$ cat src/rtl/cmp_pipe.sv
// cmp_pipe: pipelined magnitude comparator for two WIDTH-bit operands.
// It compares signed or unsigned values. The pipeline resolves one SLICE-bit
// slice per stage, starting with the MSB slice. The block also keeps a
// saturating count of unequal results.
module cmp_pipe #(
  parameter int WIDTH = 32,
  parameter int SLICE = 8,
  parameter int CNT_W = 8
) (
  input  logic             iClk,
  input  logic             iRst_n,
  input  logic             iValid,
  input  logic [WIDTH-1:0] iA,
  input  logic [WIDTH-1:0] iB,
  input  logic             iSigned,
  input  logic             iClr,
  output logic             oValid,
  output logic             oEq,
  output logic             oLt,
  output logic             oGt,
  output logic [CNT_W-1:0] oMismatchCnt
);

  localparam int STAGES = WIDTH / SLICE;

  // Valid semantics: iValid qualifies iA/iB/iSigned in the cycle it is high.
  // There is no ready and every valid input is accepted. oValid marks the one
  // cycle, STAGES edges later, in which oEq/oLt/oGt belong to that input.
  // Bubbles keep their position and leave all three flags low.

  logic [WIDTH-1:0] a_in;
  logic [WIDTH-1:0] b_in;
  logic             hit;  // final stage is loading a valid, unequal result

  // In signed mode, flip the sign bits so that an unsigned compare orders
  // two's-complement values correctly.
  always_comb begin
    a_in          = iA;
    b_in          = iB;
    a_in[WIDTH-1] = iA[WIDTH-1] ^ iSigned;
    b_in[WIDTH-1] = iB[WIDTH-1] ^ iSigned;
  end

  for (genvar k = 0; k < STAGES; k++) begin : stg
    localparam int IN_W  = WIDTH - k * SLICE;  // operand bits still to be compared
    localparam int REM_W = IN_W - SLICE;       // bits handed to the next stage

    logic [IN_W-1:0]  a_cur;
    logic [IN_W-1:0]  b_cur;
    logic             v_in;
    logic             d_in;
    logic             l_in;
    logic             g_in;
    logic [SLICE-1:0] a_sl;
    logic [SLICE-1:0] b_sl;
    logic             d_nx;
    logic             l_nx;
    logic             g_nx;

    if (k == 0) begin : g_src
      assign a_cur = a_in;
      assign b_cur = b_in;
      assign v_in  = iValid;
      assign d_in  = 1'b0;
      assign l_in  = 1'b0;
      assign g_in  = 1'b0;
    end else begin : g_src
      assign a_cur = stg[k-1].g_rem.a_q;
      assign b_cur = stg[k-1].g_rem.b_q;
      assign v_in  = stg[k-1].g_flag.v_q;
      assign d_in  = stg[k-1].g_flag.d_q;
      assign l_in  = stg[k-1].g_flag.l_q;
      assign g_in  = stg[k-1].g_flag.g_q;
    end

    // The top slice of the remaining bits decides this stage, unless an
    // earlier slice has already decided.
    assign a_sl = a_cur[IN_W-1 -: SLICE];
    assign b_sl = b_cur[IN_W-1 -: SLICE];
    assign d_nx = d_in | (a_sl != b_sl);
    assign l_nx = d_in ? l_in : (a_sl < b_sl);
    assign g_nx = d_in ? g_in : (a_sl > b_sl);

    if (REM_W > 0) begin : g_rem
      logic [REM_W-1:0] a_q;
      logic [REM_W-1:0] b_q;

      // Carry the uncompared low bits forward. They have no reset because
      // the valid bit travelling beside them qualifies them.
      always_ff @(posedge iClk) begin
        a_q <= a_cur[REM_W-1:0];
        b_q <= b_cur[REM_W-1:0];
      end
    end

    if (k < STAGES - 1) begin : g_flag
      logic v_q;
      logic d_q;
      logic l_q;
      logic g_q;

      // Intermediate stage: hold the decision made so far next to its valid bit.
      always_ff @(posedge iClk or negedge iRst_n) begin
        if (!iRst_n) begin
          v_q <= 1'b0;
          d_q <= 1'b0;
          l_q <= 1'b0;
          g_q <= 1'b0;
        end else begin
          v_q <= v_in;
          d_q <= d_nx;
          l_q <= l_nx;
          g_q <= g_nx;
        end
      end
    end else begin : g_out
      // Final stage: register the result flags. On a bubble, force all three low.
      always_ff @(posedge iClk or negedge iRst_n) begin
        if (!iRst_n) begin
          oValid <= 1'b0;
          oEq    <= 1'b0;
          oLt    <= 1'b0;
          oGt    <= 1'b0;
        end else begin
          oValid <= v_in;
          oEq    <= v_in & ~d_nx;
          oLt    <= v_in & l_nx;
          oGt    <= v_in & g_nx;
        end
      end

      assign hit = v_in & d_nx;
    end
  end

  // Saturating mismatch count. It updates on the same edge as the flags it
  // counts. A clear on that edge wins, so the coincident mismatch is dropped.
  always_ff @(posedge iClk or negedge iRst_n) begin
    if (!iRst_n) begin
      oMismatchCnt <= '0;
    end else if (iClr) begin
      oMismatchCnt <= '0;
    end else if (hit && (oMismatchCnt != {CNT_W{1'b1}})) begin
      oMismatchCnt <= oMismatchCnt + 1'b1;
    end
  end

endmodule

$ cat config.mk
export PLATFORM = sky130hd
export DESIGN_NAME = cmp_pipe
export DESIGN_NICKNAME = d
export VERILOG_FILES = /design/src/rtl/cmp_pipe.sv
export SDC_FILE = /design/constraint.sdc
export NUM_CORES = 1
export LEC_CHECK = 0
export ABC_AREA = 1
export CAP_MARGIN = 20
export CORE_MARGIN = 2
export CORE_UTILIZATION = 45
export CTS_BUF_LIST = sky130_fd_sc_hd__clkbuf_16
export CTS_CLUSTER_SIZE = 10
export DETAILED_ROUTE_END_ITERATION = 10
export PLACE_DENSITY_LB_ADDON = 0.05
export SYNTH_ARGS = -nofsm -noshare
export SYNTH_HDL_FRONTEND = slang
export SYNTH_SLANG_ARGS = --single-unit
$ cat constraint.sdc
create_clock -name iClk -period 2.5 [get_ports iClk]
set_input_delay 0.625 -clock iClk [delete_from_list [all_inputs] [get_ports iClk]]
set_output_delay 0.625 -clock iClk [all_outputs]
set_load 0.05 [all_outputs]
==> results of run 1 <==
registers in the layout (all words and copies together), names as in the netlist:
name / cells
oEq: 1
oGt: 1
oLt: 1
oMismatchCnt: 8
oValid: 1
stg.g_flag.d_q: 3
stg.g_flag.g_q: 3
stg.g_flag.l_q: 3
stg.g_flag.v_q: 3
stg.g_rem.a_q: 48
stg.g_rem.b_q: 48
cell usage in the layout, fill, tap and decap left out, drive strengths merged, types with 2 or more instances in the layout:
cell type,synthesis,final
nor3,3,3
clkdlybuf4s50,0,80
o21a,2,2
nor2,23,23
clkbuf,0,18
xor2,3,3
dfrtp,24,24
clkinv,1,6
o21ai,8,8
bufinv,0,2
nand3,16,16
clkinvlp,0,2
nand2,56,56
ha,33,33
nand4,2,2
a21oi,17,17
inv,45,50
xnor2,2,2
dfxtp,96,96
cell type report:
type | instances | area, sq um | area share (%)
clock inverters | 14 | 162.7 | 3.064
clock buffers | 18 | 450.4 | 8.485
well taps | 105 | 131.4 | 2.475
multi-input cells | 167 | 1060 | 19.96
inverters | 46 | 173.9 | 3.276
flip-flops and latches | 120 | 2522 | 47.51
repair buffers | 81 | 808.3 | 15.23
path summary, 6_finish.rpt:
path,start,endpoint,slack [ns],cells after the start
max in group asynchronous,iRst_n,stg[1].g_flag.l_q,1.68,2
max reg2reg,stg[2].g_rem.b_q[7],oMismatchCnt[6],0.84,9
max,oMismatchCnt[3],oMismatchCnt[3],0.16,1
min in group asynchronous,iRst_n,oMismatchCnt[5],0.59,2
min,stg[1].g_rem.a_q[6],stg[2].g_rem.a_q[6],0.32,0
min reg2reg,stg[1].g_rem.a_q[6],stg[2].g_rem.a_q[6],0.32,0
report_power, final:
part	internal [mW]	total, mW	switching, mW
Clock	1.55	2.42	0.869
Sequential	2.03	2.07	0.0324
Combinational	0.176	0.326	0.150
cells by family (layout without fill, tap and decap cells):
| logic type | Yosys count | after routing |
|---|---|---|
| buf+inv | 47 | 159 |
| compound gates | 28 | 28 |
| fa+ha+maj | 33 | 33 |
| xor+xnor | 5 | 5 |
| simple gates | 101 | 101 |
| flops | 120 | 120 |
stage by stage:
| stage | power (mW) | instance area (sq um) | util [%] |
|---|---|---|---|
| 6_report | 4.810 | 5309 | 64.94 |
| 5_1_grt | 5.018 | 5309 | 64.94 |
| 4_1_cts | 4.873 | 5309 | 64.94 |
| 3_5_place_dp | 2.435 | 4696 | 57.44 |
| 3_3_place_gp | 2.429 | 4696 | 57.44 |
| 2_1_floorplan | 2.262 | 3764 | - |
layer usage:
metal  share of wire [%]  track usage (%)  vias to the layer above
met4                 2.0            8.214                        0
met1                  44            14.96                     1043
met3                 6.9            5.375                       10
met5                   0                0                        -
met2                  47            21.89                       61
li1                    -                -                     1261
==> flow_metrics.py, run 1 <==
metrics = {
    "clock_tree": {
        "cts.repair_timing.setup_buffer_count": 0,
        "cts_hold_buf": 0,
        "clock_root_buffer": "clkbuf_16",
        "cts.repair.resized": 0,
        "worstSkewPairLatency_ns": 0.40,
        "clkSlewWorstSetupHoldPaths_ns": 0.06,
        "max-clock-path-buffers": 2,
        "cts_tree": "done",
        "numCtsBuffers": 17,
        "numClockSinks": 120,
        "htree_num_levels": 4,
    },
    "placement": {
        "placement.io_buffers": 80,
        "gp_congestion": 0.7048,
        "detailedPlace.worstSlack_ns": 0.3622,
        "placed_cells": 519,
        "place_hpwl_mm": 3.958,
    },
    "critical_path": {
        "crit_arrival_ns": 1.71,
        "cp-start-kind": "flop",
        "highest_cell_delay_on_the_worst_timing_path_ns": 0.85,
        "crit_path_cell_trace": "clkdlybuf4s50_1",
        "timing.critical_path.slowest_stage_cell": "clkdlybuf4s50_1",
        "timing.setup.critical_path_class": "reg -> out",
        "critPathTopFamily": "buffers and inverters",
        "timing.critical_path.fanout_max": 6,
        "critical_path.endpoint_type": "output port",
        "worst-path-buf-inv": 1,
        "critical_path_required_ns": 1.88,
    },
    "sta": {
        "final_period_demand_of_the_worst_path_ns": 2.336,
        "hold_viol_final": 0,
        "rsz0062_at_grt": "false",
        "maxClockFrequency_mhz": 428.1,
        "final-setup-viol-count": 0,
        "worst_slew_pin_slew_ns": 0.4963,
        "slew_headroom_pct": 66.81,
        "post-route-period-util_pct": 93.43,
        "clock-skew-final_ns": 0.007588,
        "final.setup.tns_ns": 0,
        "worst_slack_ns": 0.1643,
        "maxSlewViolCount": 0,
        "hold_ws_ns": 0.3199,
    },
    "run_status": {
        "run_status": "finished clean",
    },
    "grt": {
        "grt_antenna_before_repair": 0,
        "grt_util_all_layers_pct": 13.53,
        "grt_remaining_overflow": 0,
        "via_count_of_the_first_global_routing_pass": 2271,
        "grt_start_max_net_pins": 25,
        "grt_first_pass_wirelength_mm": 9.211,
    },
    "yosys": {
        "synthAdderAreaFrac_pct": 10.97,
        "synth-edff-count": 0,
        "post_synth.cell_area_avg_sq_um": 11.27,
        "synthDominantCellAreaShare_pct": 51.06,
        "yosys.area.top_type": "dfxtp_1",
        "ys_warn_count": 0,
        "synth_compound_gate_area_share_pct": 3.923,
        "net_count_synth": 436,
        "synth.yosys.seq_area_share_pct": 67.02,
        "postSynthRegisterBits": 120,
        "synth_common_cells": "dfxtp_1, nand2_1, inv_1",
        "synth-simple-area-share_pct": 12.10,
        "synth_async_sr_flop_share_pct": 20.00,
        "yosys_most_used_dff": "dfxtp_1",
        "synth_xor_area_share_pct": 1.164,
        "mappedNetlistArea_sq_mm": 0.003764,
        "synth_most_common_cell": "dfxtp_1",
        "synth_mux_area_share_pct": 0,
        "netlist_instances": 334,
        "post_synth_num_cell_types": 24,
        "synth.top_cells.by_area": "dfxtp_1, dfrtp_1, ha_1",
        "dominant_combinational_cell_family_by_area_after_synthesis": "simple AND/OR/NAND/NOR gates",
    },
    "finish": {
        "final_net_count": 535,
        "antennaDiodeCount": 0,
        "layout.cells.non_filler": 551,
        "drive_gt1_share_pct": 8.744,
        "fillers": 644,
        "area_growth_syn_to_layout_pct": 41.06,
    },
    "detailed_routing": {
        "drt-total-wl_mm": 5.478,
        "number_of_design_rule_violations_left_after_detail_routing": 0,
        "vias_per_cell": 4.310,
        "detailedRoute.firstIterationViolations": 31,
        "drt_pass1_iterations": 4,
        "residual_antenna_violating_net_count_after_detailed_routing": 0,
        "num_vias": 2375,
        "drt-wirelength-per-cell_microns": 9.942,
    },
    "die": {
        "core_area_sq_mm": 0.008175,
        "die_area_sq_mm": 0.009111,
        "die_w_microns": 95.45,
        "initial_core_utilization_pct": 46.04,
        "floorplan.rows": 33,
        "die_y_microns": 95.45,
        "pin_count": 81,
    },
    "worst_hold_path": {
        "hold_removal_path_class": "reg -> reg",
    },
    "pwr": {
        "reported_leakage_power_nw": 2.484,
        "ir_drop_mv": 0.5320,
        "pwr_density_cell_mw_per_mm2": 906.1,
    },
    "job": {
        "max_cap_viol_count": 0,
    },
}
No activity file was read; power rests on OpenSTA's default activity.
==> run 2: changes to the inputs <==
CORE_UTILIZATION = 30   (was 45)
CTS_BUF_LIST = default   (was sky130_fd_sc_hd__clkbuf_16)
==> run 2 against run 1 <==
Clock power fell by 3%. Final cell count is 11% higher. Hold slack hardly changed. Worst setup slack lost 0.0012 ns. Global-route usage shrank 3.6 points.
==> flow_metrics.py, run 2 (synthesized netlist as in run 1, its figures left out) <==
metrics = {
    "sta": {
        "final.setup.tns_ns": 0,
        "maxSlewViolCount": 0,
        "rsz0062_at_grt": "false",
        "final_period_demand_of_the_worst_path_ns": 2.337,
        "maxClockFrequency_mhz": 427.9,
        "hold_ws_ns": 0.3200,
        "slew_headroom_pct": 66.17,
        "worst_slew_pin_slew_ns": 0.5059,
        "worst_slack_ns": 0.1631,
        "post-route-period-util_pct": 93.48,
        "final-setup-viol-count": 0,
        "clock-skew-final_ns": 0.01003,
        "hold_viol_final": 0,
    },
    "clock_tree": {
        "numClockSinks": 120,
        "cts_tree": "done",
        "clkSlewWorstSetupHoldPaths_ns": 0.05,
        "numCtsBuffers": 17,
        "max-clock-path-buffers": 2,
        "cts.repair.resized": 0,
        "worstSkewPairLatency_ns": 0.40,
        "cts.repair_timing.setup_buffer_count": 0,
        "cts_hold_buf": 0,
        "htree_num_levels": 4,
        "clock_root_buffer": "clkbuf_16",
    },
    "critical_path": {
        "crit_path_end": "oMismatchCnt[3]",
        "worst_r2r_startpoint": "stg[2].g_rem.b_q[3]",
        "crit_path_cell_trace": "clkdlybuf4s50_1",
        "critical_path.endpoint_type": "output port",
        "critical_path_required_ns": 1.88,
        "timing.setup.critical_path_class": "reg -> out",
        "timing.critical_path.fanout_max": 6,
        "worstReg2RegEnd": "oMismatchCnt[6]",
        "setup.worst_path.start": "oMismatchCnt[3]",
        "crit_arrival_ns": 1.71,
        "critPathTopFamily": "buffers and inverters",
        "worst-path-buf-inv": 1,
        "timing.critical_path.slowest_stage_cell": "clkdlybuf4s50_1",
        "cp-start-kind": "flop",
        "timing.reg2reg.setup_slack_ns": 0.83,
        "highest_cell_delay_on_the_worst_timing_path_ns": 0.85,
        "reg2reg_depth": 9,
        "critical_path_cell_count": 1,
    },
    "grt": {
        "gr-usage-met1_pct": 10.97,
        "grt_util_all_layers_pct": 9.924,
        "grt_busiest_layer": "met2",
        "grt_first_pass_wirelength_mm": 9.853,
        "grt_antenna_before_repair": 0,
        "met3_usage_pct": 5.178,
        "grt_remaining_overflow": 0,
        "grt_start_max_net_pins": 25,
        "globalRouteMet2Util_pct": 15.32,
        "via_count_of_the_first_global_routing_pass": 2287,
    },
    "pwr": {
        "power_frac_clock_pct": 49.6,
        "power_frac_seq_pct": 43.6,
        "pwr_density_cell_mw_per_mm2": 885.2,
        "power.internal_mw": 3.790,
        "reported_leakage_power_nw": 2.479,
        "swShare_pct": 20.15,
        "ir_drop_mv": 0.6266,
        "p_switching_uw": 956.3,
        "pwr-share-comb_pct": 6.9,
    },
    "run_status": {
        "run_status": "finished clean",
    },
    "detailed_routing": {
        "detailedRoute.firstIterationViolations": 117,
        "drt_pass1_iterations": 4,
        "drt-wirelength-per-cell_microns": 9.484,
        "num_vias": 2311,
        "vias_per_cell": 3.764,
        "number_of_design_rule_violations_left_after_detail_routing": 0,
        "residual_antenna_violating_net_count_after_detailed_routing": 0,
        "drt-total-wl_mm": 5.823,
    },
    "finish": {
        "drive_gt1_share_pct": 7.623,
        "layout.cells.most_common_list": "dfxtp_1, clkdlybuf4s50_1, nand2_1",
        "layout.cells.most_common": "dfxtp_1",
        "layout_top_registers": "stg.g_rem.a_q x48, stg.g_rem.b_q x48, oMismatchCnt x8",
        "final_net_count": 535,
        "antennaDiodeCount": 0,
        "area_growth_syn_to_layout_pct": 42.45,
    },
    "placement": {
        "placement.io_buffers": 80,
        "place_hpwl_mm": 4.278,
        "detailedPlace.worstSlack_ns": 0.3445,
        "gp_congestion": 0.7421,
    },
    "die": {
        "floorplan.rows": 40,
        "pin_count": 81,
        "core_area_sq_mm": 0.01211,
        "die_y_microns": 116.0,
        "die_area_sq_mm": 0.01346,
        "die_w_microns": 116.0,
        "initial_core_utilization_pct": 31.07,
    },
    "job": {
        "max_cap_viol_count": 0,
    },
    "worst_hold_path": {
        "hold_removal_path_class": "reg -> reg",
    },
}
==> run 2: changes by cell type in the layout (fill, tap and decap cells not counted), moves of 2 or more <==
cell	change
clkinvlp_4	-2
clkinv_4	-3
clkbuf_1	+6
inv_8	-2
inv_6	-3
clkinv_2	+4
==> run 2: routing by layer <==
metal,routed length (microns),vias to the layer above
met3,412,9
met1,2617,992
met4,87,0
met2,2706,57
li1,-,1253
met5,0,-
==> run 2: power groups by stage <==
stage,clock network (mW),registers [mW],logic (mW)
finish,2.35,2.07,0.327
global route,2.53,2.08,0.373
CTS,2.43,2.07,0.335
detailed placement,0,2.11,0.333
global placement,0,2.11,0.330
floorplan,0,2.13,0.133
==> run 2: how the worst min path moves through the flow <==
stage	startpoint	to	slack [ns]	cells past startpoint
after floorplan	stg[0].g_rem.a_q[0]	stg[1].g_rem.a_q[0]	0.31	0
after global placement	stg[0].g_rem.a_q[7]	stg[1].g_rem.a_q[7]	0.31	0
after detailed placement	stg[0].g_rem.b_q[3]	stg[1].g_rem.b_q[3]	0.31	0
after CTS	stg[1].g_rem.b_q[5]	stg[2].g_rem.b_q[5]	0.32	0
after global routing	stg[1].g_rem.b_q[5]	stg[2].g_rem.b_q[5]	0.32	0
final	stg[1].g_rem.b_q[5]	stg[2].g_rem.b_q[5]	0.32	0
==> run 2: final cells by class <==
type | count | area [sq um]
Fill cell | 1169 | 6750
Sequential cell | 120 | 2522
Multi-Input combinational cell | 167 | 1060
Timing Repair Buffer | 81 | 808.3
Clock buffer | 25 | 498.0
Tap cell | 168 | 210.2
Inverter | 46 | 173.9
Clock inverter | 7 | 88.84
==> run 2: through the flow <==
stage / utilization (%) / instances / power, mW / cell area, sq um
global route: 44.27 / 614 / 4.983 / 5361
detailed placement: 39.42 / 582 / 2.440 / 4775
floorplan: - / 334 / 2.262 / 3764
global placement: 39.42 / 582 / 2.437 / 4775
finish: 44.27 / 614 / 4.746 / 5361
CTS: 44.27 / 614 / 4.830 / 5361
==> run 3: changes to the inputs <==
ABC_CLOCK_PERIOD_IN_PS = 2500   (was default)
==> results of run 3 <==
No change in the layout: final DEF, timing and power equal those of run 2.
